**src/rtl/ui_addsub_pipe.sv**
```systemverilog
// Pipelined unsigned add/subtract with carry/borrow flag, optional saturation,
// valid/ready flow control and a saturating overflow-event counter.
module ui_addsub_pipe #(
   parameter int N      = 64,
   parameter int STAGES = 2,
   parameter int CW     = 16
) (
   input  logic          clk,
   input  logic          rst_n,
   input  logic          in_valid,
   output logic          in_ready,
   input  logic          op,
   input  logic          sat,
   input  logic [N-1:0]  a,
   input  logic [N-1:0]  b,
   output logic          out_valid,
   input  logic          out_ready,
   output logic [N-1:0]  c,
   output logic          ovf,
   output logic [CW-1:0] ovf_cnt,
   input  logic          cnt_clr
);

   localparam int LAST = STAGES - 1;

   logic [N:0]    ext_d;
   logic [N-1:0]  res_d;
   logic          adv;

   logic          valid_q [STAGES];
   logic [N-1:0]  c_q     [STAGES];
   logic          ovf_q   [STAGES];

   logic [CW-1:0] cnt_q;
   logic [CW-1:0] cnt_d;

   // N+1-bit arithmetic: the top bit is the carry for add and the borrow for sub.
   always_comb begin
      ext_d = {1'b0, a} + {1'b0, b};
      if (op) begin
         ext_d = {1'b0, a} - {1'b0, b};
      end
   end

   always_comb begin
      res_d = ext_d[N-1:0];
      if (sat && ext_d[N]) begin
         res_d = op ? '0 : '1;
      end
   end

   // A stalled last stage freezes the whole chain; interior bubbles are kept.
   assign adv      = out_ready | ~valid_q[LAST];
   assign in_ready = adv;

   always_ff @(posedge clk or negedge rst_n) begin
      if (!rst_n) begin
         for (int i = 0; i < STAGES; i++) begin
            valid_q[i] <= 1'b0;
            c_q[i]     <= '0;
            ovf_q[i]   <= 1'b0;
         end
      end else if (adv) begin
         valid_q[0] <= in_valid;
         if (in_valid) begin
            c_q[0]   <= res_d;
            ovf_q[0] <= ext_d[N];
         end
         for (int i = 1; i < STAGES; i++) begin
            valid_q[i] <= valid_q[i-1];
            c_q[i]     <= c_q[i-1];
            ovf_q[i]   <= ovf_q[i-1];
         end
      end
   end

   assign out_valid = valid_q[LAST];
   assign c         = c_q[LAST];
   assign ovf       = ovf_q[LAST];

   always_comb begin
      cnt_d = cnt_q;
      if (cnt_clr) begin
         cnt_d = '0;
      end else if (valid_q[LAST] && out_ready && ovf_q[LAST] && (cnt_q != {CW{1'b1}})) begin
         cnt_d = cnt_q + 1'b1;
      end
   end

   always_ff @(posedge clk or negedge rst_n) begin
      if (!rst_n) begin
         cnt_q <= '0;
      end else begin
         cnt_q <= cnt_d;
      end
   end

   assign ovf_cnt = cnt_q;

endmodule

```
**config.mk**
```make
export PLATFORM = sky130hd
export DESIGN_NAME = ui_addsub_pipe
export DESIGN_NICKNAME = d
export VERILOG_FILES = /design/src/rtl/ui_addsub_pipe.sv
export SDC_FILE = /design/constraint.sdc
export NUM_CORES = 1
export LEC_CHECK = 0
export CORE_AREA = 2 2 197 248
export CTS_BUF_LIST = sky130_fd_sc_hd__clkbuf_4 sky130_fd_sc_hd__clkbuf_8
export CTS_CLUSTER_DIAMETER = 80
export DETAILED_ROUTE_END_ITERATION = 8
export DIE_AREA = 0 0 199 250
export GPL_ROUTABILITY_DRIVEN = 0
export RECOVER_POWER = 25
export SETUP_SLACK_MARGIN = 0.02
export SYNTH_ARGS = -nofsm -noshare
export SYNTH_HDL_FRONTEND = slang
export SYNTH_SLANG_ARGS = --single-unit
```
**constraint.sdc**
```tcl
create_clock -name clk -period 2.65 [get_ports clk]
set_input_delay 0.3975 -clock clk [delete_from_list [all_inputs] [get_ports clk]]
set_output_delay 0.3975 -clock clk [all_outputs]
set_load 0.01 [all_outputs]
```
==> flow_summary.toml <==
[outcome]
status = "finished with violations"
violations = "max-capacitance violations, max-slew violations, negative setup slack"

[clock_tree]
cts_sinks = 148
cts_tree = "yes"
path_clk_slew_ps = 100
cts_max_level = 4
clock_path_buffers = 2
clk_latency_ps = 480
cts_root_buffer = "clkbuf_8"
numCtsBuffers = 17

[place]
post-place-ws_ps = -3090
dpl-instance-area_um2 = 16900
io_buffers = 217
dp_hpwl_um = 35600

[worst_setup_path]
r2r-start = "ovf_cnt[6]"
end_kind = "register"
r2r_end = "ovf_cnt[11]"
critPathSlowestCell = "or4_4"
max_stage_delay_ps = 580
cp_max_fo = 2
regToRegSetupSlack_ps = 250
crit_start = "b[2]"
rr_worst_depth = 10
start_kind = "input pin"
critPathMostFrequentCell = "buf_4"
crit_chain = "buf_6 -> or4_4 -> buf_6 -> nor4_4 -> buf_4 -> buf_4 -> buf_4 -> buf_4 -> buf_4 -> a21oi_1 -> xnor2_1 -> ha_1 -> buf_4 -> a2111oi_0 -> o21ai_0 -> a211oi_1 -> buf_4 -> a211oi_1 -> o31ai_2 -> nand2b_1 -> a21oi_1 -> xor2_1 -> nor2_2 -> o22a_1"
required_ps = 3020
cp.arrival_ps = 5170
critPathKind = "input pin to register"
endpoint = "c_q[89]"

[final_layout]
fin_area_um2 = 18600
layout.nets = 2229
drive_gt1_frac = 0.297
final_cell_mix = "buf_4 (413), nand2_1 (280), clkdlybuf4s50_1 (205), dfrtp_1 (148), nor2_1 (121)"
num-fill-cells = 4777
final_common_cell = "buf_4"
area_delta_synth_final_pct = 58.6

[drt]
firstDrtPassIters = 5
wl_met3_um = 1650
drt_iter0_drc = 554
vias = 12540
highest_layer = "met4"
wl_met1_um = 18200
viasPerCell = 4.67
routedWlPerCell_um = 16.6
drc = 0
ant_nets = 0
wl_met2_um = 22600
drt_wl_total_um = 44600

[yosys]
synth_cell_type_count = 71
syn_inst = 1471
avgSynthCellArea_um2 = 7.98
synth_enable_flop_cells = 0
synthFlopType = "dfrtp_1"
yosysTopAreaCell = "dfrtp_1"
synth-seq-area-share = 0.316
yosys-top-cells-area = "dfrtp_1 (32%), nand2_1 (9.1%), ha_1 (7.0%)"
yosys_register_bits = 148
yosys.area.top_type_share = 0.316
ys_warn_count = 0
synthArstFlopShare = 1.00
syn-num-nets = 1673
syn_area_um2 = 11700

[grt]
grt-ovfl-total = 0
antenna_found_initial = 3
grt_use_total = 0.176
grt_pass1_vias = 12973
grt_pass1_wl_um = 68400
grt_max_degree = 67

[timing]
clock.fmax_mhz = 208
min_period_ps = 4800
skew_ps = 15.0
hold_slack_ps = 471
finalCritPeriodShare = 1.81
fin_ws_ps = -2150
rsz0062_at_grt = "true"
setup_violations = 65
worstMarginPinSlew_ps = 1590
hold_viol = 0
slew_violations = 63
relSlewSlack = -0.0585

[floorplan]
ios = 218
start_util = 0.246
core_um2 = 47600
die_h_um = 250
die-area_um2 = 49800
row_count = 90
die_w_um = 199

[run]
maxCapViolations = 1

[pwr]
power.total_mw = 10.4
power_density_nw_per_um2 = 560
power_leakage_nw = 8.46
peakVddDrop_mv = 0.225

[worst_hold_path]
min_path_cells = 2
hp-class = "register to register"
==> per-layer routing <==
metal | global-route usage | vias to the layer above
li1 | - | 6196
met1 | 0.200 | 5934
met2 | 0.319 | 305
met3 | 0.0247 | 105
met4 | 0.0881 | 0
met5 | 0 | -
==> registers in the layout, summed over array words and instances, names as in the netlist <==
name	cells
c	64
ovf_q	1
ovf_cnt	16
c_q	64
valid_q	1
out_valid	1
ovf	1
==> cell usage after synthesis, types with 3 or more instances <==
cell	number
o211ai_1	3
nand4_1	18
xor2_1	34
nor2_1	137
and2_1	9
buf_4	65
a211o_1	5
or3_1	11
nand3_1	18
nand2_1	286
o2111ai_1	3
o22a_1	57
and3_1	10
xnor2_1	92
nor2b_1	13
inv_1	33
nand2b_1	15
buf_1	5
mux2i_1	7
nor4_1	10
o21bai_1	17
o21a_1	13
or2_2	5
buf_2	5
a21boi_0	3
o31ai_1	9
a21o_1	30
a211oi_1	9
clkbuf_1	50
nor3_1	30
a31oi_1	21
and4_1	4
a41oi_1	3
o21ai_0	55
buf_6	7
dfrtp_1	148
a21oi_1	122
ha_1	66
==> kinds of logic (layout without fill, tap and decap cells) <==
family,Yosys count,in the layout,synth area share
adder cells (fa/ha/maj),67,67,0.0721
multiplexers,9,9,0.00810
AND/OR/NAND/NOR,581,581,0.222
flip-flops,148,148,0.316
buffers and inverters,166,735,0.0789
AO/OA/AOI/OAI,374,374,0.210
other,0,3,0
XOR/XNOR,126,126,0.0940
==> worst min path at each step <==
stage / endpoint / start
final: c[37] / c[37]
after global routing: c[37] / c[37]
after CTS: c[21] / rst_n
after detailed placement: c[21] / rst_n
after global placement: c[21] / rst_n
after floorplan: c[0] / rst_n
==> layout make-up <==
class                      count  area, um^2  area share
multi-input combinational   1157        7650       0.411
timing repair buffer         669        5920       0.318
sequential                   148        3700       0.199
tap                          644         806      0.0433
clock buffer                  18         248      0.0133
clock inverter                14         150     0.00807
inverter                      34         128     0.00686
antenna                        3        7.51    0.000403
==> where the power goes <==
part / internal, mW / switching (mW)
Combinational: 2.82 / 2.51
Clock: 0.738 / 1.05
Sequential: 2.88 / 0.419
==> metrics by stage <==
step	cells	TNS [ps]	utilization
after floorplan	1471	-133650	-
final	2687	-128110	0.391
after global routing	2687	-144650	0.391
after detailed placement	2583	-199340	0.356
after CTS	2667	-121840	0.384
after global placement	2583	-196160	0.356
==> critical path, delay by kind of cell <==
kind                     cells  cell delay [ps]
AO/OA/AOI/OAI                8             2090
buffers and inverters        9             1090
AND/OR/NAND/NOR              4              910
XOR/XNOR                     2              460
adder cells (fa/ha/maj)      1              220
==> timing repair <==
item,4_1_cts,5_1_grt
pin swaps,72,39
setup buffers,46,17
hold buffers,1,0
endpoints found under the setup margin,72,77
gates resized for setup,128,45
endpoints found under the hold margin,60,0
cloned,8,4
No activity file was read; power rests on OpenSTA's default activity.
